===== src/rtl/axi4_lite_clint_if.sv =====
// AXI4-Lite bus bundle for the CLINT timer block: AR/R/AW/W/B channels.
interface axi4_lite_clint_if;
    logic [31:0] araddr;
    logic        arvalid;
    logic        arready;
    logic [31:0] rdata;
    logic [1:0]  rresp;
    logic        rvalid;
    logic        rready;
    logic [31:0] awaddr;
    logic        awvalid;
    logic        awready;
    logic [31:0] wdata;
    logic [3:0]  wstrb;
    logic        wvalid;
    logic        wready;
    logic [1:0]  bresp;
    logic        bvalid;
    logic        bready;

    modport slave (
        input  araddr, arvalid, rready, awaddr, awvalid, wdata, wstrb, wvalid, bready,
        output arready, rdata, rresp, rvalid, awready, wready, bresp, bvalid
    );

    modport master (
        output araddr, arvalid, rready, awaddr, awvalid, wdata, wstrb, wvalid, bready,
        input  arready, rdata, rresp, rvalid, awready, wready, bresp, bvalid
    );
endinterface


===== src/rtl/axi4_lite_clint.sv =====
// CLINT machine timer: prescaled 64-bit mtime, mtimecmp and a registered
// timer interrupt, exposed through independent AXI4-Lite read/write channels.
module axi4_lite_clint #(
    parameter logic [31:0] BASE_ADDR = 32'h0200_0000,
    parameter int unsigned TICK_DIV  = 1
) (
    input  logic             clk,
    input  logic             rst,
    axi4_lite_clint_if.slave bus,
    output logic             timer_irq
);
    localparam logic [1:0]  RESP_OKAY   = 2'b00;
    localparam logic [1:0]  RESP_SLVERR = 2'b10;
    localparam logic [15:0] DIV_LAST    = 16'(TICK_DIV - 1);

    typedef enum logic {R_IDLE, R_RESP} r_state_t;
    typedef enum logic {W_IDLE, W_RESP} w_state_t;
    typedef enum logic [1:0] {SEL_CMP_LO, SEL_CMP_HI, SEL_TIME_LO, SEL_TIME_HI} sel_t;

    r_state_t    r_state_q, r_state_d;
    w_state_t    w_state_q, w_state_d;
    logic [63:0] mtime_q, mtime_d, mtime_inc;
    logic [63:0] mtimecmp_q, mtimecmp_d;
    logic [15:0] presc_q, presc_d;
    logic        presc_wrap;
    logic        irq_q, irq_d;
    logic [31:0] rdata_q, rdata_d, rd_val;
    logic [1:0]  rresp_q, rresp_d;
    logic [1:0]  bresp_q, bresp_d;
    logic        rd_hit, wr_hit, w_fire;
    sel_t        rd_sel, wr_sel;

    function automatic logic decode(input logic [31:0] addr, output sel_t sel);
        logic hit;
        sel = SEL_CMP_LO;
        hit = 1'b0;
        if (addr[31:16] == BASE_ADDR[31:16]) begin
            hit = 1'b1;
            case (addr[15:2])
                14'h1000: sel = SEL_CMP_LO;
                14'h1001: sel = SEL_CMP_HI;
                14'h2FFE: sel = SEL_TIME_LO;
                14'h2FFF: sel = SEL_TIME_HI;
                default:  hit = 1'b0;
            endcase
        end
        return hit;
    endfunction

    always_comb begin
        rd_hit = decode(bus.araddr, rd_sel);
        wr_hit = decode(bus.awaddr, wr_sel);
        case (rd_sel)
            SEL_CMP_LO:  rd_val = mtimecmp_q[31:0];
            SEL_CMP_HI:  rd_val = mtimecmp_q[63:32];
            SEL_TIME_LO: rd_val = mtime_q[31:0];
            default:     rd_val = mtime_q[63:32];
        endcase
    end

    always_comb begin
        presc_wrap = (presc_q == DIV_LAST);
        presc_d    = presc_wrap ? '0 : presc_q + 16'd1;
        mtime_inc  = mtime_q + {63'd0, presc_wrap};
        mtime_d    = mtime_inc;
        mtimecmp_d = mtimecmp_q;
        irq_d      = (mtime_q >= mtimecmp_q);
        r_state_d  = r_state_q;
        rdata_d    = rdata_q;
        rresp_d    = rresp_q;
        w_state_d  = w_state_q;
        bresp_d    = bresp_q;
        w_fire     = (w_state_q == W_IDLE) && bus.awvalid && bus.wvalid;

        // Reads sample the pre-edge registers, so a same-cycle write is not visible.
        case (r_state_q)
            R_IDLE: begin
                if (bus.arvalid) begin
                    r_state_d = R_RESP;
                    rdata_d   = rd_hit ? rd_val : '0;
                    rresp_d   = rd_hit ? RESP_OKAY : RESP_SLVERR;
                end
            end
            default: begin
                if (bus.rready) r_state_d = R_IDLE;
            end
        endcase

        // Written bytes override the incremented mtime; the rest keep counting.
        case (w_state_q)
            W_IDLE: begin
                if (w_fire) begin
                    w_state_d = W_RESP;
                    bresp_d   = wr_hit ? RESP_OKAY : RESP_SLVERR;
                    if (wr_hit) begin
                        for (int unsigned i = 0; i < 4; i++) begin
                            if (bus.wstrb[i]) begin
                                case (wr_sel)
                                    SEL_CMP_LO:  mtimecmp_d[8*i +: 8]      = bus.wdata[8*i +: 8];
                                    SEL_CMP_HI:  mtimecmp_d[32 + 8*i +: 8] = bus.wdata[8*i +: 8];
                                    SEL_TIME_LO: mtime_d[8*i +: 8]         = bus.wdata[8*i +: 8];
                                    default:     mtime_d[32 + 8*i +: 8]    = bus.wdata[8*i +: 8];
                                endcase
                            end
                        end
                    end
                end
            end
            default: begin
                if (bus.bready) w_state_d = W_IDLE;
            end
        endcase
    end

    always_ff @(posedge clk) begin
        if (rst) begin
            r_state_q  <= R_IDLE;
            w_state_q  <= W_IDLE;
            mtime_q    <= '0;
            mtimecmp_q <= '1;
            presc_q    <= '0;
            irq_q      <= 1'b0;
            rdata_q    <= '0;
            rresp_q    <= '0;
            bresp_q    <= '0;
        end else begin
            r_state_q  <= r_state_d;
            w_state_q  <= w_state_d;
            mtime_q    <= mtime_d;
            mtimecmp_q <= mtimecmp_d;
            presc_q    <= presc_d;
            irq_q      <= irq_d;
            rdata_q    <= rdata_d;
            rresp_q    <= rresp_d;
            bresp_q    <= bresp_d;
        end
    end

    assign bus.arready = (r_state_q == R_IDLE);
    assign bus.rvalid  = (r_state_q == R_RESP);
    assign bus.rdata   = rdata_q;
    assign bus.rresp   = rresp_q;
    assign bus.awready = w_fire;
    assign bus.wready  = w_fire;
    assign bus.bvalid  = (w_state_q == W_RESP);
    assign bus.bresp   = bresp_q;
    assign timer_irq   = irq_q;
endmodule


===== src/flat_wrapper.sv =====
// flat-port wrapper written by rule: the top's interface ports become plain ports
module axi4_lite_clint_flat 
#(
    parameter logic [31:0] BASE_ADDR = 32'h0200_0000,
    parameter int unsigned TICK_DIV  = 1
)
  (clk, rst, timer_irq, bus_araddr, bus_arvalid, bus_rready, bus_awaddr, bus_awvalid, bus_wdata, bus_wstrb, bus_wvalid, bus_bready, bus_arready, bus_rdata, bus_rresp, bus_rvalid, bus_awready, bus_wready, bus_bresp, bus_bvalid);
  axi4_lite_clint_if bus_i ();
  input  logic clk;
  input  logic rst;
  output logic timer_irq;
  input wire logic [$bits(bus_i.araddr)-1:0] bus_araddr;
  input wire logic [$bits(bus_i.arvalid)-1:0] bus_arvalid;
  input wire logic [$bits(bus_i.rready)-1:0] bus_rready;
  input wire logic [$bits(bus_i.awaddr)-1:0] bus_awaddr;
  input wire logic [$bits(bus_i.awvalid)-1:0] bus_awvalid;
  input wire logic [$bits(bus_i.wdata)-1:0] bus_wdata;
  input wire logic [$bits(bus_i.wstrb)-1:0] bus_wstrb;
  input wire logic [$bits(bus_i.wvalid)-1:0] bus_wvalid;
  input wire logic [$bits(bus_i.bready)-1:0] bus_bready;
  output wire logic [$bits(bus_i.arready)-1:0] bus_arready;
  output wire logic [$bits(bus_i.rdata)-1:0] bus_rdata;
  output wire logic [$bits(bus_i.rresp)-1:0] bus_rresp;
  output wire logic [$bits(bus_i.rvalid)-1:0] bus_rvalid;
  output wire logic [$bits(bus_i.awready)-1:0] bus_awready;
  output wire logic [$bits(bus_i.wready)-1:0] bus_wready;
  output wire logic [$bits(bus_i.bresp)-1:0] bus_bresp;
  output wire logic [$bits(bus_i.bvalid)-1:0] bus_bvalid;
  assign bus_i.araddr = bus_araddr;
  assign bus_i.arvalid = bus_arvalid;
  assign bus_i.rready = bus_rready;
  assign bus_i.awaddr = bus_awaddr;
  assign bus_i.awvalid = bus_awvalid;
  assign bus_i.wdata = bus_wdata;
  assign bus_i.wstrb = bus_wstrb;
  assign bus_i.wvalid = bus_wvalid;
  assign bus_i.bready = bus_bready;
  assign bus_arready = bus_i.arready;
  assign bus_rdata = bus_i.rdata;
  assign bus_rresp = bus_i.rresp;
  assign bus_rvalid = bus_i.rvalid;
  assign bus_awready = bus_i.awready;
  assign bus_wready = bus_i.wready;
  assign bus_bresp = bus_i.bresp;
  assign bus_bvalid = bus_i.bvalid;
  axi4_lite_clint #(.BASE_ADDR(BASE_ADDR), .TICK_DIV(TICK_DIV)) u_core (.clk(clk), .rst(rst), .bus(bus_i), .timer_irq(timer_irq));
endmodule

===== config.mk =====
export PLATFORM = sky130hd
export DESIGN_NAME = axi4_lite_clint_flat
export DESIGN_NICKNAME = d
export VERILOG_FILES = /design/src/rtl/axi4_lite_clint_if.sv /design/src/rtl/axi4_lite_clint.sv /design/src/flat_wrapper.sv
export SDC_FILE = /design/constraint.sdc
export NUM_CORES = 1
export LEC_CHECK = 0
export CORE_ASPECT_RATIO = 1.1
export CORE_UTILIZATION = 60
export DETAILED_ROUTE_END_ITERATION = 16
export GPL_ROUTABILITY_DRIVEN = 0
export HOLD_SLACK_MARGIN = 0.08
export PLACE_DENSITY = 0.92
export SLEW_MARGIN = 20
export SYNTH_ARGS = -nofsm -noshare
export SYNTH_HDL_FRONTEND = slang
export SYNTH_SLANG_ARGS = --single-unit

===== constraint.sdc =====
create_clock -name clk -period 4.35 [get_ports clk]
set_input_delay 0.435 -clock clk [delete_from_list [all_inputs] [get_ports clk]]
set_output_delay 0.435 -clock clk [all_outputs]
set_load 0.02 [all_outputs]

==> reports/results.ini, run 1 <==
[power_and_ir_drop]
power_density_nw_per_um2 = 274
leakage_uw = 0.00528
ir_drop_uv = 308

[global_route]
antenna_found_initial = 0
grtUsageMet1 = 0.419
gr-total-overflow = 0
grtUsageMet2 = 0.588
grt_max_degree = 54
grt_pass1_wl_um = 49800
use_met3 = 0.0814
track_usage = 0.356
grt_pass1_vias = 10100
top_usage_layer = met2

[timing]
skew_ps = 8.90
rsz0062_at_grt = no
whs_ps = 317
slew_headroom = 0.379
min_period_ps = 3190
worst_pin_slew_ps = 923
hold_viol = 0
finalSetupViolations = 0
fin_tns_setup_ps = 0
fin_crit_sh = 0.733
slew_viol_final = 0
fmax_mhz = 314

[final_layout]
layout-drive-gt1-share = 0.0486
stdcell_area_um2 = 12300
synthToLayoutAreaGrowth_pct = 20.0
fin_nets = 1542
antenna_cells = 0
postLayoutCoreUtil = 0.743
fillers = 1144

[synth]
yosys.area.top_type = dfxtp_1
ys.warnings.count = 0
ys_async_sr_fraction = 0
synthDistinctLibCells = 59
synth_top_cell_area_share = 0.354
ys.flop_type = dfxtp_1
synth_cells = 1257
yosysSeqAreaShare = 0.354
ys_seq_elements = 181
synth_area_um2 = 10200
synth_area_leaders = dfxtp_1, ha_1, nand2_1, nor2_1, a211oi_1
synth_area_per_cell_um2 = 8.15
synth_edf_count = 0

[detailed_routing]
wl_um = 31100
drt-initial-drc-count = 1184
drc = 0
vias_per_cell = 6.52
vias = 10300
wire_per_inst_um = 19.6
drtAntennaViolNets = 0
drt_pre_antenna_iters = 7

[clocking]
cts_sinks = 181
cts_root_buf = clkbuf_16
clk_pin_slew_ps = 80
tritoncts = built
cts_setup_buffers = 0
cts_buffers = 17
clk_path_buf_depth = 2
cts_resized = 0
clock_latency_ps = 450
cts_hold_buf = 0
h-tree-depth = 4

[die]
core_um2 = 16600
die_y_um = 139
core.rowCount = 49
pin_count = 149
die_w_um = 127
die_area_um2 = 17600
initial_core_util = 0.619

[critical_path]
worstSetupStartpointType = flop
ff2ff_path_depth = 11
r2r-end = u_core.mtime_q[57]
required_ps = 4670
r2r-start = u_core.presc_q[0]
arrival_ps = 3510
setup.worst_path.end_class = flop
path_class = reg -> reg
startpoint = u_core.presc_q[0]
cp-endpoint = u_core.mtime_q[57]
reg2reg_slack_ps = 1160
crit_path_max_fanout = 6

[placement]
dp_hpwl_um = 21500
placed_area_um2 = 11700
portBuffers = 142

[hold_path]
min_path_type = in -> reg

[outcome]
status = completed

[flow_run]
drv_cap = 0

-- routing by layer --
layer / up-vias / share of wire
li1: 4694 / -
met1: 4832 / 0.38
met2: 646 / 0.48
met3: 155 / 0.095
met4: 0 / 0.049
met5: - / 0
-- sequential cells by signal, summed over array words and instances, names as in the netlist --
register,flops
u_core.presc_q,16
u_core.timer_irq,1
u_core.mtimecmp_q,64
u_core.bus.rresp,1
u_core.bus.rdata,32
u_core.bus.bresp,1
u_core.mtime_q,64
u_core.bus.rvalid,1
u_core.bus.bvalid,1
-- cells in the final DEF (no fill, tap or decap), types with 4 or more instances in the layout --
cell type	instances
a211oi_1	52
a21o_1	10
a21oi_1	29
a22oi_1	13
and2_1	23
and3_1	18
and4_1	9
buf_4	11
clkbuf_16	17
clkdlybuf4s50_1	141
dfxtp_1	181
ha_1	68
inv_1	86
inv_6	4
inv_8	5
mux2i_1	36
nand2_1	163
nand3_1	41
nand4_1	34
nor2_1	107
nor2b_1	4
nor3_1	16
nor4_1	26
nor4_2	6
nor4b_1	4
o211ai_1	33
o21ai_0	76
o21ai_1	4
o221ai_1	20
o22ai_1	20
xnor2_1	44
xor2_1	32
-- metrics by stage --
step / setup slack, ps / instances / power [uW]
after floorplan: 1940 / 1258 / 1760
after global placement: 1320 / 1552 / 1900
after detailed placement: 1220 / 1552 / 1900
after CTS: 1260 / 1584 / 3370
after global routing: 937 / 1584 / 3450
final: 1160 / 1584 / 3380
-- worst max-delay path: stages, from the launching register on --
cell,delay [ps]
dfxtp_1,330
inv_1,60
ha_1,140
nor4b_1,240
and4_1,300
ha_1,250
nand2_1,120
nor2_1,450
nand3_1,340
nor4b_1,540
xnor2_1,190
o21ai_0,100
-- area by class of cell --
cell class / instances / area [um^2] / share of cell area
Multi-Input combinational cell: 927 / 6030 / 0.491
Sequential cell: 181 / 3620 / 0.295
Timing Repair Buffer: 153 / 1500 / 0.122
Clock buffer: 17 / 425 / 0.0346
Inverter: 87 / 327 / 0.0266
Tap cell: 204 / 255 / 0.0208
Clock inverter: 15 / 136 / 0.0111
-- synthesized netlist by cell type, types with 3 or more instances --
library cell  instances
a211oi_1             52
a21o_1               10
a21oi_1              30
a22oi_1              13
and2_1               23
and3_1               18
and4_1                9
buf_1                 6
buf_2                11
buf_4                 5
clkbuf_1             36
clkbuf_2              4
dfxtp_1             181
ha_1                 68
inv_1                86
mux2i_1              36
nand2_1             163
nand3_1              41
nand4_1              34
nor2_1              107
nor2b_1               4
nor3_1               16
nor4_1               26
nor4_2                6
nor4b_1               4
o211ai_1             33
o21ai_0              76
o21ai_1               4
o21ai_2               3
o221ai_1             20
o22ai_1              20
or3_1                 3
xnor2_1              44
xor2_1               32
-- cells by family after synthesis --
logic type | after synthesis | share of synthesized area
other | 1 | 0.000366
adder cells (fa/ha/maj) | 68 | 0.0830
multiplexers | 36 | 0.0352
AND/OR/NAND/NOR | 477 | 0.233
flip-flops | 181 | 0.354
XOR/XNOR | 76 | 0.0649
buffers and inverters | 150 | 0.0593
AO/OA/AOI/OAI | 268 | 0.170
-- power by group --
| group | switching, uW | internal [uW] | total, uW |
|---|---|---|---|
| clock | 746 | 758 | 1500 |
| sequential | 6.35 | 1660 | 1670 |
| combinational | 99.9 | 105 | 205 |
-- worst min path at each step --
stage                     cells after the start                  from              endpoint  slack [ps]
final                                         2                   rst   u_core.bus.rresp[1]         320
after global routing                          2                   rst   u_core.bus.rresp[1]         320
after CTS                                     2                   rst   u_core.bus.rresp[1]         310
after detailed placement                      2  u_core.bus.rdata[23]  u_core.bus.rdata[23]         440
after global placement                        2  u_core.bus.rdata[22]  u_core.bus.rdata[22]         440
after floorplan                               1     u_core.presc_q[0]     u_core.presc_q[0]         430
No activity file was read; power rests on OpenSTA's default activity.
==> run 2: changes to the inputs <==
--- a/config.mk
+++ b/config.mk
@@ -6,11 +6,11 @@
 export NUM_CORES = 1
 export LEC_CHECK = 0
 export CORE_ASPECT_RATIO = 1.1
-export CORE_UTILIZATION = 60
+export CORE_UTILIZATION = 55
 export DETAILED_ROUTE_END_ITERATION = 16
 export GPL_ROUTABILITY_DRIVEN = 0
 export HOLD_SLACK_MARGIN = 0.08
-export PLACE_DENSITY = 0.92
+export PLACE_DENSITY = 0.86
 export SLEW_MARGIN = 20
 export SYNTH_ARGS = -nofsm -noshare
 export SYNTH_HDL_FRONTEND = slang
==> constraint.sdc (replaced) <==
create_clock -name clk -period 3.1 [get_ports clk]
set_input_delay 0.31 -clock clk [delete_from_list [all_inputs] [get_ports clk]]
set_output_delay 0.31 -clock clk [all_outputs]
set_load 0.02 [all_outputs]
==> run 2 against run 1 <==
Final area is 2.3% higher. Sequential share of layout area is 0.66 points lower. Die area is 9.0% higher. Clock power is 49% higher. Clock-buffer cell count is 3 higher. Final cell count is 4.0% higher. Critical endpoint unchanged. Via count is 1.0% lower. First-iteration DRC count is 9.7% lower. Sequential power is 40% higher. Highest routed layer unchanged. Core utilization is 5.7 points lower. Power is 44% higher. Worst hold slack worse by 110 ps.
==> reports/results.ini, run 2 (same netlist as run 1, synthesis figures left out) <==
[clocking]
cts_buffers = 17
cts_sinks = 181
clk_path_buf_depth = 2
h-tree-depth = 4
clock_latency_ps = 440
cts_setup_buffers = 0
cts_root_buf = clkbuf_16
tritoncts = built
clk_pin_slew_ps = 70
cts_hold_buf = 0

[global_route]
grt_max_degree = 54
grt_pass1_wl_um = 49300
track_usage = 0.322
antenna_found_initial = 0
gr-total-overflow = 0
grt_pass1_vias = 9909

[timing]
slew_viol_final = 0
skew_ps = 7.33
hold_viol = 0
fin_tns_setup_ps = 0
finalSetupViolations = 0
worst_pin_slew_ps = 810
rsz0062_at_grt = no
fin_crit_sh = 0.916
slew_headroom = 0.455
fmax_mhz = 352
min_period_ps = 2840

[power_and_ir_drop]
finalPower_uw = 4870
leakage_uw = 0.00541
power_density_nw_per_um2 = 387
ir_drop_uv = 377

[detailed_routing]
vias = 10200
drt-initial-drc-count = 1069
drc = 0
wl_um = 30600
drt_pre_antenna_iters = 5
wire_per_inst_um = 18.6
drtAntennaViolNets = 0
vias_per_cell = 6.20

[final_layout]
final_common_cell = dfxtp_1
layout-drive-gt1-share = 0.0648
fin_cells = 1648
final_cell_mix = dfxtp_1, nand2_1, clkdlybuf4s50_1
antenna_cells = 0
synthToLayoutAreaGrowth_pct = 22.8
stdcell_area_um2 = 12600
fin_nets = 1568

[critical_path]
path_class = reg -> reg
required_ps = 3410
setup.worst_path.end_class = flop
arrival_ps = 3150
reg2reg_slack_ps = 260
crit_path_max_fanout = 5
worstSetupStartpointType = flop

[die]
core_um2 = 18300
core.rowCount = 52
initial_core_util = 0.559
die_area_um2 = 19200
die_y_um = 145
die_w_um = 132
pin_count = 149

[placement]
dp_hpwl_um = 22100
placed_area_um2 = 12000
portBuffers = 142
dp.cells = 1617

[flow_run]
drv_cap = 0

[outcome]
status = completed

[hold_path]
min_path_type = in -> reg

==> run 2: cell types whose count changed in the layout (fill, tap and decap cells not counted), sizes merged <==
cell | previous run | this run
inv | 96 | 89
clkinv | 3 | 2
clkbuf | 17 | 20
buf | 12 | 38
clkinvlp | 3 | 4
bufinv | 0 | 3
==> run 2: area by class of cell <==
cell class,count,area [um^2]
multi-input combinational,927,6030
tap,243,304
clock inverter,11,151
timing repair buffer,179,1690
fill,1436,5770
clock buffer,20,447
sequential,181,3620
inverter,87,327
==> run 2: report_power, final <==
group / switching, uW / internal [uW] / total (uW)
Clock: 945 / 1290 / 2230
Sequential: 10.7 / 2330 / 2340
Combinational: 142 / 151 / 293
Total: 1100 / 3770 / 4870
==> run 2: critical path, cell delays in order (launching register included) <==
cell and delay, ps:
dfxtp_1 330, inv_1 60, ha_1 150, nor4b_1 210
and4_1 280, ha_1 280, nand2_1 140, nor2_2 250
nand3_1 260, nor4b_1 470, xnor2_1 170, o21ai_0 110
==> run 2: repair_timing <==
item                                    4_1_cts  5_1_grt
endpoints found under the setup margin        0        5
hold endpoints to repair                      0        0
resized for setup                             0        2
==> run 2: final timing paths <==
check / from / to / depth (start not counted)
worst max-delay path: u_core.presc_q[0] / u_core.mtime_q[57] / 11
worst min-delay path: rst / u_core.bus.bvalid / 2
worst max register to register: u_core.presc_q[0] / u_core.mtime_q[57] / 11
worst min register to register: u_core.bus.rdata[18] / u_core.bus.rdata[18] / 2
==> run 2: routing by layer <==
metal  wire length [um]  GRT usage  vias up  share of wire
met5                  0          0        -              0
met4               1440      0.186        0          0.047
met3               2570     0.0636      118          0.084
met2              14500      0.535      555           0.47
met1              12100      0.387     4785           0.40
li1                   -          -     4761              -
==> run 2: stage by stage <==
stage	hold slack (ps)	setup slack, ps	utilization
6_report	207	261	0.686
5_1_grt	215	53.7	0.686
4_1_cts	211	203	0.685
3_5_place_dp	446	113	0.653
3_3_place_gp	436	155	0.653
2_1_floorplan	410	689	-
